===== src/rtl/score_update_sequencer.sv =====
// Purpose : owns both player scores, counts goal edges, and commits them to the score
//           sprite controller only during vertical blanking; latches the game-over condition.
// Latency : goal edge in c0 with vblank high -> APPLY c2, writes (addr 00, 01) in c3/c4.
// Backpr. : none; goals wait in saturating pending counters until the next vblank.
// Ports   : clk, rst (async, active-high)
//           goal_p1_i, goal_p2_i  goal pulses (rising edge = one goal)
//           vblank_i              vertical blanking level
//           game_reset_i          level; clears scores and game-over, forces a zero write
//           MW_o, address_o, data_o   registered write port to the score controller
//           score1_o, score2_o    committed scores
//           game_over_o, winner_o win latch (winner: 01 P1, 10 P2, 11 draw)
//           busy_o                high while a commit is pending or in progress
module score_update_sequencer #(
   parameter int WIN_SCORE = 5,
   parameter int PEND_W    = 2
) (
   input  logic        clk,
   input  logic        rst,
   input  logic        goal_p1_i,
   input  logic        goal_p2_i,
   input  logic        vblank_i,
   input  logic        game_reset_i,
   output logic        MW_o,
   output logic [1:0]  address_o,
   output logic [31:0] data_o,
   output logic [3:0]  score1_o,
   output logic [3:0]  score2_o,
   output logic        game_over_o,
   output logic [1:0]  winner_o,
   output logic        busy_o
);

   localparam logic [3:0]        WIN      = 4'(WIN_SCORE);
   localparam logic [PEND_W-1:0] PEND_MAX = '1;

   typedef enum logic [2:0] {IDLE, WAIT_VB, APPLY, WR_S1, WR_S2, GAME_OVER} state_t;

   state_t            state, state_nxt;
   logic              goal_q1, goal_q2;
   logic [PEND_W-1:0] pend1, pend2, pend1_nxt, pend2_nxt;
   logic [3:0]        score1_nxt, score2_nxt;
   logic              inc1, inc2, dec1, dec2;
   logic              mw_nxt, go_nxt;
   logic [1:0]        addr_nxt, winner_nxt;
   logic [31:0]       data_nxt;

   // Decrement for the goal being applied, then add the new edge unless that would overflow.
   // At saturation an APPLY plus a same-cycle edge leaves the count unchanged.
   function automatic logic [PEND_W-1:0] pend_update(input logic [PEND_W-1:0] p,
                                                     input logic inc, input logic dec);
      logic [PEND_W-1:0] base;
      base = dec ? p - 1'b1 : p;
      if (inc && base != PEND_MAX)
         base = base + 1'b1;
      return base;
   endfunction

   // Edges are discarded during game reset and while the game is over.
   assign inc1 = goal_p1_i & ~goal_q1 & ~game_reset_i & (state != GAME_OVER);
   assign inc2 = goal_p2_i & ~goal_q2 & ~game_reset_i & (state != GAME_OVER);
   assign dec1 = (state == APPLY) && (pend1 != '0);
   assign dec2 = (state == APPLY) && (pend2 != '0);

   assign busy_o = (state != IDLE) && (state != GAME_OVER);

   // State register
   always_ff @(posedge clk or posedge rst) begin
      if (rst)
         state <= IDLE;
      else
         state <= state_nxt;
   end

   // Next-state logic; game reset overrides everything and parks the FSM in WAIT_VB.
   // IDLE also looks at this cycle's edge so a goal reaches WAIT_VB one cycle later.
   always_comb begin
      state_nxt = state;
      if (game_reset_i) begin
         state_nxt = WAIT_VB;
      end else begin
         case (state)
            IDLE:      if (pend1 != '0 || pend2 != '0 || inc1 || inc2) state_nxt = WAIT_VB;
            WAIT_VB:   if (vblank_i) state_nxt = APPLY;
            APPLY:     state_nxt = WR_S1;
            WR_S1:     state_nxt = WR_S2;
            WR_S2: begin
               if (score1_o == WIN || score2_o == WIN)
                  state_nxt = GAME_OVER;
               else if (pend1 != '0 || pend2 != '0 || inc1 || inc2)
                  state_nxt = WAIT_VB;
               else
                  state_nxt = IDLE;
            end
            GAME_OVER: state_nxt = GAME_OVER;
            default:   state_nxt = IDLE;
         endcase
      end
   end

   // Output / datapath next values. Write-port values are derived from the next state so
   // the registered strobe lines up with WR_S1/WR_S2 and carries the freshly applied score.
   always_comb begin
      score1_nxt = score1_o;
      score2_nxt = score2_o;
      if (game_reset_i) begin
         score1_nxt = 4'd0;
         score2_nxt = 4'd0;
      end else if (state == APPLY) begin
         if (pend1 != '0 && score1_o < WIN) score1_nxt = score1_o + 4'd1;
         if (pend2 != '0 && score2_o < WIN) score2_nxt = score2_o + 4'd1;
      end

      if (game_reset_i || state == GAME_OVER || state_nxt == GAME_OVER) begin
         pend1_nxt = '0;
         pend2_nxt = '0;
      end else begin
         pend1_nxt = pend_update(pend1, inc1, dec1);
         pend2_nxt = pend_update(pend2, inc2, dec2);
      end

      mw_nxt   = 1'b0;
      addr_nxt = address_o;
      data_nxt = data_o;
      if (state_nxt == WR_S1) begin
         mw_nxt   = 1'b1;
         addr_nxt = 2'b00;
         data_nxt = {28'd0, score1_nxt};
      end else if (state_nxt == WR_S2) begin
         mw_nxt   = 1'b1;
         addr_nxt = 2'b01;
         data_nxt = {28'd0, score2_nxt};
      end

      go_nxt     = game_over_o;
      winner_nxt = winner_o;
      if (game_reset_i) begin
         go_nxt     = 1'b0;
         winner_nxt = 2'b00;
      end else if (state == WR_S2 && state_nxt == GAME_OVER) begin
         go_nxt     = 1'b1;
         winner_nxt = {score2_o == WIN, score1_o == WIN};
      end
   end

   // Datapath and registered outputs
   always_ff @(posedge clk or posedge rst) begin
      if (rst) begin
         goal_q1     <= 1'b0;
         goal_q2     <= 1'b0;
         pend1       <= '0;
         pend2       <= '0;
         score1_o    <= 4'd0;
         score2_o    <= 4'd0;
         MW_o        <= 1'b0;
         address_o   <= 2'b00;
         data_o      <= 32'd0;
         game_over_o <= 1'b0;
         winner_o    <= 2'b00;
      end else begin
         goal_q1     <= goal_p1_i;
         goal_q2     <= goal_p2_i;
         pend1       <= pend1_nxt;
         pend2       <= pend2_nxt;
         score1_o    <= score1_nxt;
         score2_o    <= score2_nxt;
         MW_o        <= mw_nxt;
         address_o   <= addr_nxt;
         data_o      <= data_nxt;
         game_over_o <= go_nxt;
         winner_o    <= winner_nxt;
      end
   end

endmodule


===== config.mk =====
export PLATFORM = sky130hd
export DESIGN_NAME = score_update_sequencer
export DESIGN_NICKNAME = d
export VERILOG_FILES = /design/src/rtl/score_update_sequencer.sv
export SDC_FILE = /design/constraint.sdc
export NUM_CORES = 1
export LEC_CHECK = 0
export BUFFER_PORTS_ARGS = -buffer_cell sky130_fd_sc_hd__buf_2
export CAP_MARGIN = 20
export CORE_MARGIN = 2
export CORE_UTILIZATION = 30
export DETAILED_ROUTE_END_ITERATION = 8
export PLACE_DENSITY = 0.57
export SLEW_MARGIN = 15
export SYNTH_ARGS = -nofsm -noshare
export SYNTH_HDL_FRONTEND = slang
export SYNTH_SLANG_ARGS = --single-unit

===== constraint.sdc =====
create_clock -name clk -period 5.8 [get_ports clk]
set_input_delay 0.58 -clock clk [delete_from_list [all_inputs] [get_ports clk]]
set_output_delay 0.58 -clock clk [all_outputs]
set_load 0.05 [all_outputs]

Word level (Yosys, flattened, before mapping):

Cells that the tools add are included.

* bitwise gates (word level): 9
* $lt $le $gt $ge: 2
* reductions and logical operators: 20
* equality and inequality tests: 13
* add/subtract/negate cells: 6
* mux-type cells: 28

Operators by type and width (number)
* $mux 32: 2
* $mux 4: 6
* $mux 2: 10
* $pmux 3 s6: 1
* $eq 3x3->1 const B: 4
* $mux 3: 4
* $eq 3x2->1 const B: 3
* $add 4x1->4 const B: 2
* $eq 4x3->1 const B: 2
* $logic_and 1x1->1: 8
* $lt 4x3->1 const B: 2
* $reduce_bool 2->1: 4
* $and 1x1->1: 6
* $logic_or 1x1->1: 6
* $mux 1: 5
* $add 2x1->2 const B: 2
* $ne 2x2->1 const B: 2
* $sub 2x1->2 const B: 2
* $eq 3x1->1 const B: 1
* $logic_not 3->1: 1
* $ne 3x3->1 const B: 1
* $not 1->1: 3
* $reduce_bool 3->1: 1

* register bits: 55

Depth between registers and ports, before layout:

* word-level depth: 14
* depth in mapped cells: 10
* mapped depth without buffers: 9

Least setup slack after synthesis:

Ideal clock, no wire load.

* path type: reg2reg
* from: reg score1_o[1]
* to: reg data_o[0]
* setup slack: 3183 ps
* arrival time: 2518 ps
* setup time: 99 ps
* cell stages (with the launch flop): 9
* required time: 5701 ps
* cells stage by stage: dfrtp_1 inv_1 ha_1 and3b_1 o32a_4 or2_0 buf_2 or3_4 a311oi_1

* longest elaborated chain between the ends: 7

RTL lines
* start, declared: line 26 `output logic [3:0] score1_o,`
* start signal, assigned: line 164 `score1_o <= score1_nxt;`
* $eq 4x3->1: line 87 `if (score1_o == WIN || score2_o == WIN)`
* $logic_or 1x1->1: line 87
* $mux 3: line 87
* $pmux 3 s6: line 81 `case (state)`
* $mux 3: line 78 `if (game_reset_i) begin`
* $eq 3x2->1 or $eq 3x3->1 (tied branches): line 124, 128
* $mux 32 or $reduce_bool 2->1 (tied branches)
* end signal, assigned: line 168 `data_o <= data_nxt;`
* end, declared: line 25 `output logic [31:0] data_o,`

Several ways; a longest one is shown, not always the timed one.
A chain may end at the register's enable or synchronous reset.

Final worst setup path:

* from: reg pend2[0]
* to: reg pend2[1]

* longest elaborated chain between the ends: 11

RTL lines
* start, declared: line 40 `logic [PEND_W-1:0] pend1, pend2, pend1_nxt, pend2_nxt;`
* start signal, assigned: line 163 `pend2 <= pend2_nxt;`
* $reduce_bool 2->1: line 62, 82, 89
* $logic_or 1x1->1 (3 in a row): line 82, 89
* $mux 1: line 89 `else if (pend1 != '0 || pend2 != '0 || inc1 || inc2)`
* $mux 3: line 87
* $pmux 3 s6: line 81
* $mux 3: line 78
* $eq 3x3->1: line 113 `if (game_reset_i || state == GAME_OVER || state_nxt == GAME_OVER) begin`
* $logic_or 1x1->1: line 113
* $mux 2 (*): line 113
* net pend2_nxt[1]: line 40

Mark *: on every way through the listed nets, which the timed path passes. The rest lies on a longest branch.

==> results.ini <==
[route]
ant_nets=0
wl_per_cell_um=12.1
vias_per_cell=4.59
drt_wl_total_um=3340
firstDrtPassIters=4
drtIter0Drc=46
drc=0
vias=1263

[clock_tree]
cts_tree=yes
ctsHoldBuffers=0
postCtsSetupBuffers=0
clkSinkCount=26
clk_latency_ps=270
clk_pin_slew_ps=100
numCtsBuffers=3
clockBufferDepth=2
clockRootBuffer=clkbuf_8
cts_resized=0
htreeDepth=1

[logic_synthesis]
synth_top_area_cell=dfrtp_1
yosysSeqAreaShare_pct=37.1
async_flop_share_pct=100
synth_area_um2=1750
avgSynthCellArea_um2=9.68
synth_common_cells=29 x buf_4, 26 x dfrtp_1, 18 x inv_1, 15 x nor2_1, 10 x ha_1
synth_top_area_share_pct=37.1
synth_flop_cell=dfrtp_1
synth.area.top_cells=dfrtp_1 37%, buf_4 12%, ha_1 7.1%, inv_1 3.9%, nor2_1 3.2%
synth-seq-cells=26
synth_most_common_cell=buf_4
yosysUniqueCellTypes=45
synth_edf_count=0
ys_warn_count=0
syn_inst=181

[global_route]
grt_max_degree=27
grt_pass1_wl_um=5540
grt_use_total_pct=10.9
antenna_found_initial=0
grt_remaining_overflow=0
grt_pass1_vias=1150

[worst_setup_path]
required_ps=5970
worst_setup_path_end_kind=flop
cp_max_fo=7
crit_chain=inv_1, ha_1, or4b_1, nand2_1, o21ai_0, ha_1, nor3_1, mux2i_1, nor2_1
max_stage_delay_ps=690
critPathKind=reg2reg
cp_num_buf_inv=1
start_kind=flop
crit_slowest_cell=or4b_1
cp_common_cell=ha_1
worstPathArrival_ps=2660
cp_top_family=simple AND/OR/NAND/NOR gates

[sta]
hold_viol_final=0
finalCritPeriodShare_pct=42.9
maxSlewViolCount=0
finalWorstSetupSlack_ps=3310
tns_ps=0
period_minus_slack_ps=2490
worst_slew_pin_slew_ps=743
relSlewSlack_pct=49.7
finClkSkew_ps=3.86
rsz0062_at_grt=no
setup_viol=0
max_freq_ghz=0.402

[die]
core_um2=5570
dieHeight_um=80.4
placementRows=27
io_pins=53
die_area_um2=6470
die_width_um=80.4
initial_core_util_pct=31.4

[cells_and_area]
final.fill_count=577
multi_input_area_um2=901
syn_to_final_growth_pct=8.99
nNetsFinal=220
num_antenna_cells=0
drive_above_1_share_pct=18.2
fin_util_pct=34.3
regArea_um2=651
stdcell_area_um2=1910

[status]
status=finished clean

[min_path]
hold_class=in2async

[placed_design]
dp_slack_ps=3180
numPortBuffers=23
hpwl_um=2530
gp_congestion=0.755
post_dp_cell_area_um2=1820

[power]
power.switching_uw=308
p_sw_share_pct=44.4
peakVddDrop_v=0.000229
p_int_uw=386
clkPwrFrac_pct=21.8
combPwrFrac_pct=43.0
seq_power_share_pct=35.2
power_uw=695
p_leak_uw=0.000928
power.density_nw_per_um2=364

[flow_run]
maxCapViolCount=0

==> cells in the final DEF, fill, tap and decap left out, types with 3 or more instances in the layout <==
cell type,count
xnor2_1,5
a311oi_1,4
inv_1,18
conb_1,29
nor2b_1,4
nand2b_1,6
nor2_1,15
mux2i_1,4
ha_1,10
clkbuf_8,3
dfrtp_1,26
o31ai_1,3
a211oi_1,5
nor4_1,3
a21o_1,3
mux2_2,3
buf_2,23
a21oi_1,3
nand2_1,3
==> worst paths after layout <==
path                              from     endpoint  slack (ps)  cells past startpoint
max                           pend2[0]     pend2[1]        3310                      9
min                                rst  score2_o[0]         320                      2
max reg2reg                   pend2[0]     pend2[1]        3310                      9
min reg2reg                game_over_o  game_over_o         490                      1
max in group asynchronous          rst     pend1[0]        4990                      3
min in group clk             goal_p1_i      goal_q1         420                      1
==> per-layer routing <==
layer,global-route usage [%],share of wire (%),vias up
met5,0,0,-
met1,15.8,49,594
met2,16.8,46,47
met4,2.54,0.99,0
li1,-,-,616
met3,1.80,4.0,6
==> flip-flops by register name (all words and copies together) (netlist names) <==
signal       count
game_over_o      1
score2_o         4
goal_q2          1
pend2            2
pend1            2
score1_o         4
MW_o             1
state            3
address_o        1
goal_q1          1
winner_o         2
data_o           4
==> final cells by class <==
class	count	area share, %
inverters	18	3.54
repair buffers	24	6.81
flip-flops and latches	26	34.1
clock buffers	3	2.16
well taps	72	4.72
clock inverters	1	1.57
multi-input cells	131	47.2
==> kinds of logic after synthesis <==
logic type | share of synthesized area [%]
simple gates | 18.1
flops | 37.1
xor+xnor | 2.50
compound gates | 13.3
mux | 4.21
other cells | 0.214
fa+ha+maj | 7.14
buf+inv | 17.5
==> power groups by stage <==
stage | Combinational [µW] | Sequential [µW] | Clock [µW]
2_1_floorplan | 206 | 303 | 0
3_3_place_gp | 295 | 248 | 0
3_5_place_dp | 298 | 248 | 0
4_1_cts | 299 | 245 | 156
5_1_grt | 327 | 251 | 167
6_report | 299 | 244 | 152
==> metrics by stage <==
stage	instances	hold WS (ps)
2_1_floorplan	209	555
3_3_place_gp	270	463
3_5_place_dp	270	469
4_1_cts	274	417
5_1_grt	275	364
6_report	275	324
No activity file was read; power rests on OpenSTA's default activity.
